[src/rtl/nn_pkg.sv]
// Shared definitions for the neural-network weight path.
//
// Holds the default geometry of one weight load (word width, words per row,
// rows per load, row address width), the row typedef, the loader FSM state
// enum and a small width helper used to size counters.
package nn_pkg;

    localparam int unsigned WORD_W_DEF = 10;  // bits per weight word
    localparam int unsigned WORDS_DEF  = 10;  // words per row (one neuron)
    localparam int unsigned ROWS_DEF   = 10;  // rows per load (neurons per layer)
    localparam int unsigned ADDR_W_DEF = 5;   // row address width

    typedef logic [WORD_W_DEF-1:0] word_t;
    typedef word_t row_t [WORDS_DEF];

    typedef enum logic [1:0] {
        StIdle,
        StShift,
        StWrite,
        StFinish
    } state_e;

    // Counter width able to hold 0..n-1, never narrower than one bit.
    function automatic int unsigned clog2_min1(input int unsigned n);
        return (n <= 2) ? 1 : $clog2(n);
    endfunction

endpackage

[src/rtl/serial_word_shifter.sv]
// Serial-to-parallel assembler for a single weight word.
//
// Bits arrive MSB first and are shifted into the LSB. word_next is the value
// the word takes once the current bit is accepted, so the parent can capture
// a completed word in the same cycle its last bit is accepted.
//
// Optional feature macro: WEIGHT_LOADER_PARITY_EN. When defined, each word is
// followed by one even-parity bit; par_bit marks that bit (it is not shifted
// into the word) and par_err flags a mismatch combinationally.
//
// Ports:
//   clk       rising-edge clock
//   rst       synchronous active-high reset
//   clr       restart word and parity accumulation (start of a load)
//   shift_en  accept in_bit this cycle
//   par_bit   (parity build) current bit is the parity bit
//   par_err   (parity build) accepted parity bit does not match the word
//   in_bit    serial data bit
//   word_next word value including the current bit
module serial_word_shifter
    import nn_pkg::*;
#(
    parameter int unsigned WORD_W = WORD_W_DEF
) (
    input  logic              clk,
    input  logic              rst,
    input  logic              clr,
    input  logic              shift_en,
`ifdef WEIGHT_LOADER_PARITY_EN
    input  logic              par_bit,
    output logic              par_err,
`endif
    input  logic              in_bit,
    output logic [WORD_W-1:0] word_next
);

    logic [WORD_W-1:0] word_q, word_d;

`ifdef WEIGHT_LOADER_PARITY_EN
    // Running XOR of the data bits of the word being assembled.
    logic par_q, par_d;
`endif

    always_comb begin
        word_next = {word_q[WORD_W-2:0], in_bit};
        word_d    = word_q;
`ifdef WEIGHT_LOADER_PARITY_EN
        par_d   = par_q;
        par_err = 1'b0;
        if (clr) begin
            word_d = '0;
            par_d  = 1'b0;
        end else if (shift_en) begin
            if (par_bit) begin
                // Even parity: data bits XOR parity bit must be zero.
                par_err = par_q ^ in_bit;
                par_d   = 1'b0;
            end else begin
                word_d = word_next;
                par_d  = par_q ^ in_bit;
            end
        end
`else
        if (clr) begin
            word_d = '0;
        end else if (shift_en) begin
            word_d = word_next;
        end
`endif
    end

    always_ff @(posedge clk) begin
        if (rst) begin
            word_q <= '0;
`ifdef WEIGHT_LOADER_PARITY_EN
            par_q  <= 1'b0;
`endif
        end else begin
            word_q <= word_d;
`ifdef WEIGHT_LOADER_PARITY_EN
            par_q  <= par_d;
`endif
        end
    end

endmodule

[src/rtl/weight_loader.sv]
// Serial weight loader: receives a bit stream (MSB first, word 0 first),
// assembles ROWS rows of WORDS words and writes each completed row into the
// weight RAM with a one-cycle strobe, then pulses done.
//
// Optional feature macro: WEIGHT_LOADER_PARITY_EN. When defined, every word
// carries a trailing even-parity bit; a mismatch sets the sticky err flag,
// drops the row being assembled and returns to idle without done. When not
// defined, err is tied low and no parity bit is expected.
//
// Ports:
//   clk       rising-edge clock
//   rst       synchronous active-high reset
//   start     one-cycle request to begin a load (ignored unless idle)
//   in_valid  serial bit qualifier
//   in_bit    serial weight data
//   in_ready  loader is accepting serial bits
//   wr_en     one-cycle row write strobe
//   wr_addr   row address for wr_en
//   wr_data   assembled row, word 0 in entry 0
//   busy      loader is not idle
//   done      one-cycle pulse after the last row write
//   err       sticky parity error flag
module weight_loader
    import nn_pkg::*;
#(
    parameter int unsigned WORD_W = WORD_W_DEF,
    parameter int unsigned WORDS  = WORDS_DEF,
    parameter int unsigned ROWS   = ROWS_DEF,
    parameter int unsigned ADDR_W = ADDR_W_DEF
) (
    input  logic              clk,
    input  logic              rst,
    input  logic              start,
    input  logic              in_valid,
    input  logic              in_bit,
    output logic              in_ready,
    output logic              wr_en,
    output logic [ADDR_W-1:0] wr_addr,
    output logic [WORD_W-1:0] wr_data [WORDS],
    output logic              busy,
    output logic              done,
    output logic              err
);

`ifdef WEIGHT_LOADER_PARITY_EN
    localparam int unsigned BITS_PER_WORD = WORD_W + 1;
`else
    localparam int unsigned BITS_PER_WORD = WORD_W;
`endif
    localparam int unsigned BIT_CNT_W  = clog2_min1(BITS_PER_WORD);
    localparam int unsigned WORD_CNT_W = clog2_min1(WORDS);

    localparam logic [BIT_CNT_W-1:0]  LAST_BIT      = BIT_CNT_W'(BITS_PER_WORD - 1);
    localparam logic [BIT_CNT_W-1:0]  LAST_DATA_BIT = BIT_CNT_W'(WORD_W - 1);
    localparam logic [WORD_CNT_W-1:0] LAST_WORD     = WORD_CNT_W'(WORDS - 1);
    localparam logic [ADDR_W-1:0]     LAST_ROW      = ADDR_W'(ROWS - 1);

    state_e                state_q, state_d;
    logic [BIT_CNT_W-1:0]  bit_cnt_q, bit_cnt_d;
    logic [WORD_CNT_W-1:0] word_cnt_q, word_cnt_d;
    logic [ADDR_W-1:0]     row_cnt_q, row_cnt_d;
    logic [WORD_W-1:0]     row_q [WORDS];
    logic [WORD_W-1:0]     row_d [WORDS];

    logic              shift_en;
    logic              clr;
    logic              word_ok;
    logic [WORD_W-1:0] word_next;

`ifdef WEIGHT_LOADER_PARITY_EN
    logic err_q, err_d;
    logic par_bit;
    logic par_err;

    assign par_bit = (bit_cnt_q == LAST_BIT);
    assign word_ok = ~par_err;
    assign err     = err_q;
`else
    assign word_ok = 1'b1;
    assign err     = 1'b0;
`endif

    serial_word_shifter #(
        .WORD_W (WORD_W)
    ) u_shifter (
        .clk       (clk),
        .rst       (rst),
        .clr       (clr),
        .shift_en  (shift_en),
`ifdef WEIGHT_LOADER_PARITY_EN
        .par_bit   (par_bit),
        .par_err   (par_err),
`endif
        .in_bit    (in_bit),
        .word_next (word_next)
    );

    assign wr_addr = row_cnt_q;
    assign wr_data = row_q;
    assign busy    = (state_q != StIdle);

    always_comb begin
        state_d    = state_q;
        bit_cnt_d  = bit_cnt_q;
        word_cnt_d = word_cnt_q;
        row_cnt_d  = row_cnt_q;
        row_d      = row_q;
        shift_en   = 1'b0;
        clr        = 1'b0;
        in_ready   = 1'b0;
        wr_en      = 1'b0;
        done       = 1'b0;
`ifdef WEIGHT_LOADER_PARITY_EN
        err_d      = err_q;
`endif

        unique case (state_q)
            StIdle: begin
                if (start) begin
                    state_d    = StShift;
                    bit_cnt_d  = '0;
                    word_cnt_d = '0;
                    row_cnt_d  = '0;
                    clr        = 1'b1;
`ifdef WEIGHT_LOADER_PARITY_EN
                    err_d      = 1'b0;
`endif
                end
            end

            StShift: begin
                in_ready = 1'b1;
                if (in_valid) begin
                    shift_en  = 1'b1;
                    bit_cnt_d = bit_cnt_q + 1'b1;
                    // Capture the word as soon as its last data bit lands;
                    // wr_data therefore only changes once the next row starts.
                    if (bit_cnt_q == LAST_DATA_BIT) begin
                        row_d[word_cnt_q] = word_next;
                    end
                    if (bit_cnt_q == LAST_BIT) begin
                        bit_cnt_d = '0;
                        if (!word_ok) begin
                            state_d = StIdle;
`ifdef WEIGHT_LOADER_PARITY_EN
                            err_d   = 1'b1;
`endif
                        end else if (word_cnt_q == LAST_WORD) begin
                            word_cnt_d = '0;
                            state_d    = StWrite;
                        end else begin
                            word_cnt_d = word_cnt_q + 1'b1;
                        end
                    end
                end
            end

            StWrite: begin
                wr_en = 1'b1;
                if (row_cnt_q == LAST_ROW) begin
                    state_d = StFinish;
                end else begin
                    row_cnt_d = row_cnt_q + 1'b1;
                    state_d   = StShift;
                end
            end

            StFinish: begin
                done    = 1'b1;
                state_d = StIdle;
            end

            default: state_d = StIdle;
        endcase
    end

    always_ff @(posedge clk) begin
        if (rst) begin
            state_q    <= StIdle;
            bit_cnt_q  <= '0;
            word_cnt_q <= '0;
            row_cnt_q  <= '0;
            for (int i = 0; i < WORDS; i++) begin
                row_q[i] <= '0;
            end
`ifdef WEIGHT_LOADER_PARITY_EN
            err_q      <= 1'b0;
`endif
        end else begin
            state_q    <= state_d;
            bit_cnt_q  <= bit_cnt_d;
            word_cnt_q <= word_cnt_d;
            row_cnt_q  <= row_cnt_d;
            row_q      <= row_d;
`ifdef WEIGHT_LOADER_PARITY_EN
            err_q      <= err_d;
`endif
        end
    end

endmodule

[config.mk]
export PLATFORM = sky130hd
export DESIGN_NAME = weight_loader
export DESIGN_NICKNAME = d
export VERILOG_FILES = /design/src/rtl/nn_pkg.sv /design/src/rtl/serial_word_shifter.sv /design/src/rtl/weight_loader.sv
export SDC_FILE = /design/constraint.sdc
export NUM_CORES = 1
export LEC_CHECK = 0
export CORE_ASPECT_RATIO = 1.5
export CORE_MARGIN = 4
export CORE_UTILIZATION = 51
export CTS_BUF_LIST = sky130_fd_sc_hd__clkbuf_2 sky130_fd_sc_hd__clkbuf_4 sky130_fd_sc_hd__clkbuf_8
export DETAILED_ROUTE_END_ITERATION = 10
export GPL_TIMING_DRIVEN = 0
export PLACE_DENSITY = 0.81
export SYNTH_ARGS = -nofsm -noshare
export SYNTH_HDL_FRONTEND = slang
export SYNTH_SLANG_ARGS = --single-unit
[constraint.sdc]
create_clock -name clk -period 2.45 [get_ports clk]
set_clock_uncertainty 0.05 [all_clocks]
set_input_delay 0.245 -clock clk [delete_from_list [all_inputs] [get_ports clk]]
set_output_delay 0.245 -clock clk [all_outputs]
set_load 0.05 [all_outputs]
==> impl_metrics.yaml <==
pwr:
  p_int_w: 0.00318
  comb_power_share_pct: 5.0
  worst_ir_drop_vdd_mv: 0.636
  powerDensity_mw_per_mm2: 631
  p_switching_w: 0.000972
  clockPowerShare_pct: 46.2
  swShare_pct: 23.4
  p_leak_nw: 2.81
  power_frac_seq_pct: 48.8
route:
  routedWlPerCell_um: 16.9
  viasPerCell: 5.29
  wl_mm: 13.0
  antenna_left: 0
  drtPass1Iterations: 4
  routed-via-count: 4062
  drc_errors: 0
  drt_iter0_markers: 304
clock_network:
  cts.sinks: 124
  htreeDepth: 4
  root_buffer: "clkbuf_8"
  postCtsHoldBufs: 0
  clk_path_buf_depth: 2
  clkLatencyLatePin_ns: 0.42
  cts_tree: "yes"
  cts.clk_slew.worst_paths_ns: 0.07
  cts_inserted_buffers: 17
logic_synthesis:
  syn_area_mm2: 0.00489
  synthArstFlopShare_pct: 0
  synth_area_leaders: "dfxtp_1 51%, mux2i_1 19%, nor2_1 8.0%"
  synth_cell_type_count: 44
  postSynthAreaPerCell_um2: 9.56
  synth_top_area_share_pct: 50.7
  ys.warnings.count: 0
  synth_ff_type: "dfxtp_1"
  yosys.area.top_type: "dfxtp_1"
  syn_nets: 521
  yosys_register_bits: 124
  synth_edf_count: 0
  yosysSeqAreaShare_pct: 50.7
  syn_inst: 512
timing:
  fin_hold_ws_ns: 0.209
  tns_ns: 0
  relSlewSlack_pct: 50.1
  rsz0062_at_grt: "no"
  fmax_mhz: 442
  tightest_slew_ns: 0.748
  slew_viol_final: 0
  setup_viol: 0
  hold_violations: 0
  period_share_pct: 92.3
  min_period_ns: 2.26
global_routing:
  grt_max_degree: 17
  globalRouteOverflowTotal: 0
  grt_pass1_wl_mm: 21.0
  antenna_found_initial: 0
  grt_pass1_vias: 4125
  gr-usage-all-layers_pct: 24.6
finish:
  design_area_mm2: 0.00658
  syn_to_final_growth_pct: 34.5
  final_common_cell: "dfxtp_1"
  layout.nets: 652
  final_cell_mix: "124 x dfxtp_1, 108 x clkdlybuf4s50_1, 104 x nor2_1"
  final_layout_size_suffix_gt1_share_pct: 8.84
  diodes: 0
floorplanning:
  die_w_um: 88.0
  row_count: 43
  start_util_pct: 52.6
  ioPinCount: 115
  die-area_mm2: 0.0113
  die_h_um: 128
  core_area_mm2: 0.00931
worst_setup_path:
  worstPathRequired_ns: 2.15
  crit_type: "register to output port"
  critPathLaunch: "state_q[0]"
  end_kind: "output port"
  rr_startpoint: "bit_cnt_q[0]"
  cp_max_fo: 10
  arrival_ns: 1.97
  startpoint_type: "register"
hold_path:
  min_path_type: "input pin to register"
  hold_start: "rst"
place:
  place_congestion: 0.815
  placed_cell_area_mm2: 0.00615
  io_buffers: 112
  hpwlAfterDp_mm: 9.15
job:
  maxCapViolCount: 0
run_status:
  status: "finished clean"
==> power groups by stage <==
stage / Clock (W) / Combinational [W] / Sequential, W
6_report: 0.00192 / 0.000207 / 0.00203
5_1_grt: 0.00205 / 0.000224 / 0.00203
2_1_floorplan: 0 / 0.000148 / 0.00207
4_1_cts: 0.00194 / 0.000206 / 0.00203
3_3_place_gp: 0 / 0.000205 / 0.00207
3_5_place_dp: 0 / 0.000210 / 0.00207
==> registers in the layout, summed over array words and instances (netlist names) <==
signal	count
u_shifter.word_q	9
wr_data	100
wr_addr	5
bit_cnt_q	4
state_q	2
word_cnt_q	4
==> synth_stat cells, types with 2 or more instances <==
cell and count:
buf_4 3, a21oi_1 30, nand3b_4 2, inv_1 6, nor4_1 4, nand3_1 5
o21ai_0 5, mux2i_1 94, or2_2 2, nand2_1 45, a31oi_1 2, nand2b_1 6
buf_6 4, nor2b_1 3, or4_1 8, buf_2 10, a211oi_1 2, nor2_1 104
clkbuf_1 26, ha_1 4, dfxtp_1 124
==> what timing repair did <==
action | 4_1_cts | 5_1_grt
endpoints found under the setup margin | 4 | 0
resized for setup | 4 | 0
buffers inserted | 0 | 0
==> layer usage <==
metal,vias to the layer above,share of wire (%),global-route usage [%]
met5,-,0,0
met4,0,1.6,8.94
met3,14,7.5,8.36
met2,137,53,42.9
met1,1933,38,27.1
li1,1978,-,-
==> path summary, 6_finish.rpt <==
| kind | slack (ns) | to | cells after the start |
|---|---|---|---|
| hold reg to reg | 0.41 | wr_data[38] | 2 |
| setup reg to reg | 0.36 | wr_data[76] | 7 |
| setup / recovery | 0.19 | in_ready | 5 |
| hold / removal | 0.21 | bit_cnt_q[3] | 3 |
==> metrics by stage <==
step / setup slack, ns / utilization, % / cells / total power (W)
floorplan: 0.576 / - / 512 / 0.00222
global placement: 0.286 / 66.1 / 736 / 0.00228
detailed placement: 0.265 / 66.1 / 736 / 0.00228
CTS: 0.171 / 70.7 / 768 / 0.00417
global route: 0.0621 / 70.7 / 768 / 0.00430
finish: 0.187 / 70.7 / 768 / 0.00416
==> area by class of cell <==
type / count / area (um2)
plain buffers: 43 / 215
repair buffers: 112 / 1120
flip-flops and latches: 124 / 2480
clock inverters: 15 / 199
fillers: 715 / 2730
clock buffers: 17 / 234
well taps: 112 / 140
multi-input cells: 339 / 2170
inverters: 6 / 22.5
==> critical path: stages, from the launching register on <==
cell           delay, ns
dfxtp_1             0.33
buf_6               0.12
buf_2               0.19
nand2b_1            0.19
inv_1               0.15
dlygate4sd2_1       0.56
==> cells by family (layout without fill, tap and decap cells) <==
family                   Yosys count  in the layout  share of synthesized area [%]
adder cells (fa/ha/maj)            4              4                           1.02
flip-flops                       124            124                           50.7
multiplexers                      95             95                           19.5
AND/OR/NAND/NOR                  193            193                           18.5
other                              1              1                         0.0766
AO/OA/AOI/OAI                     46             46                           5.32
buffers and inverters             49            193                           4.86
Power figures use the tool's default switching activity.
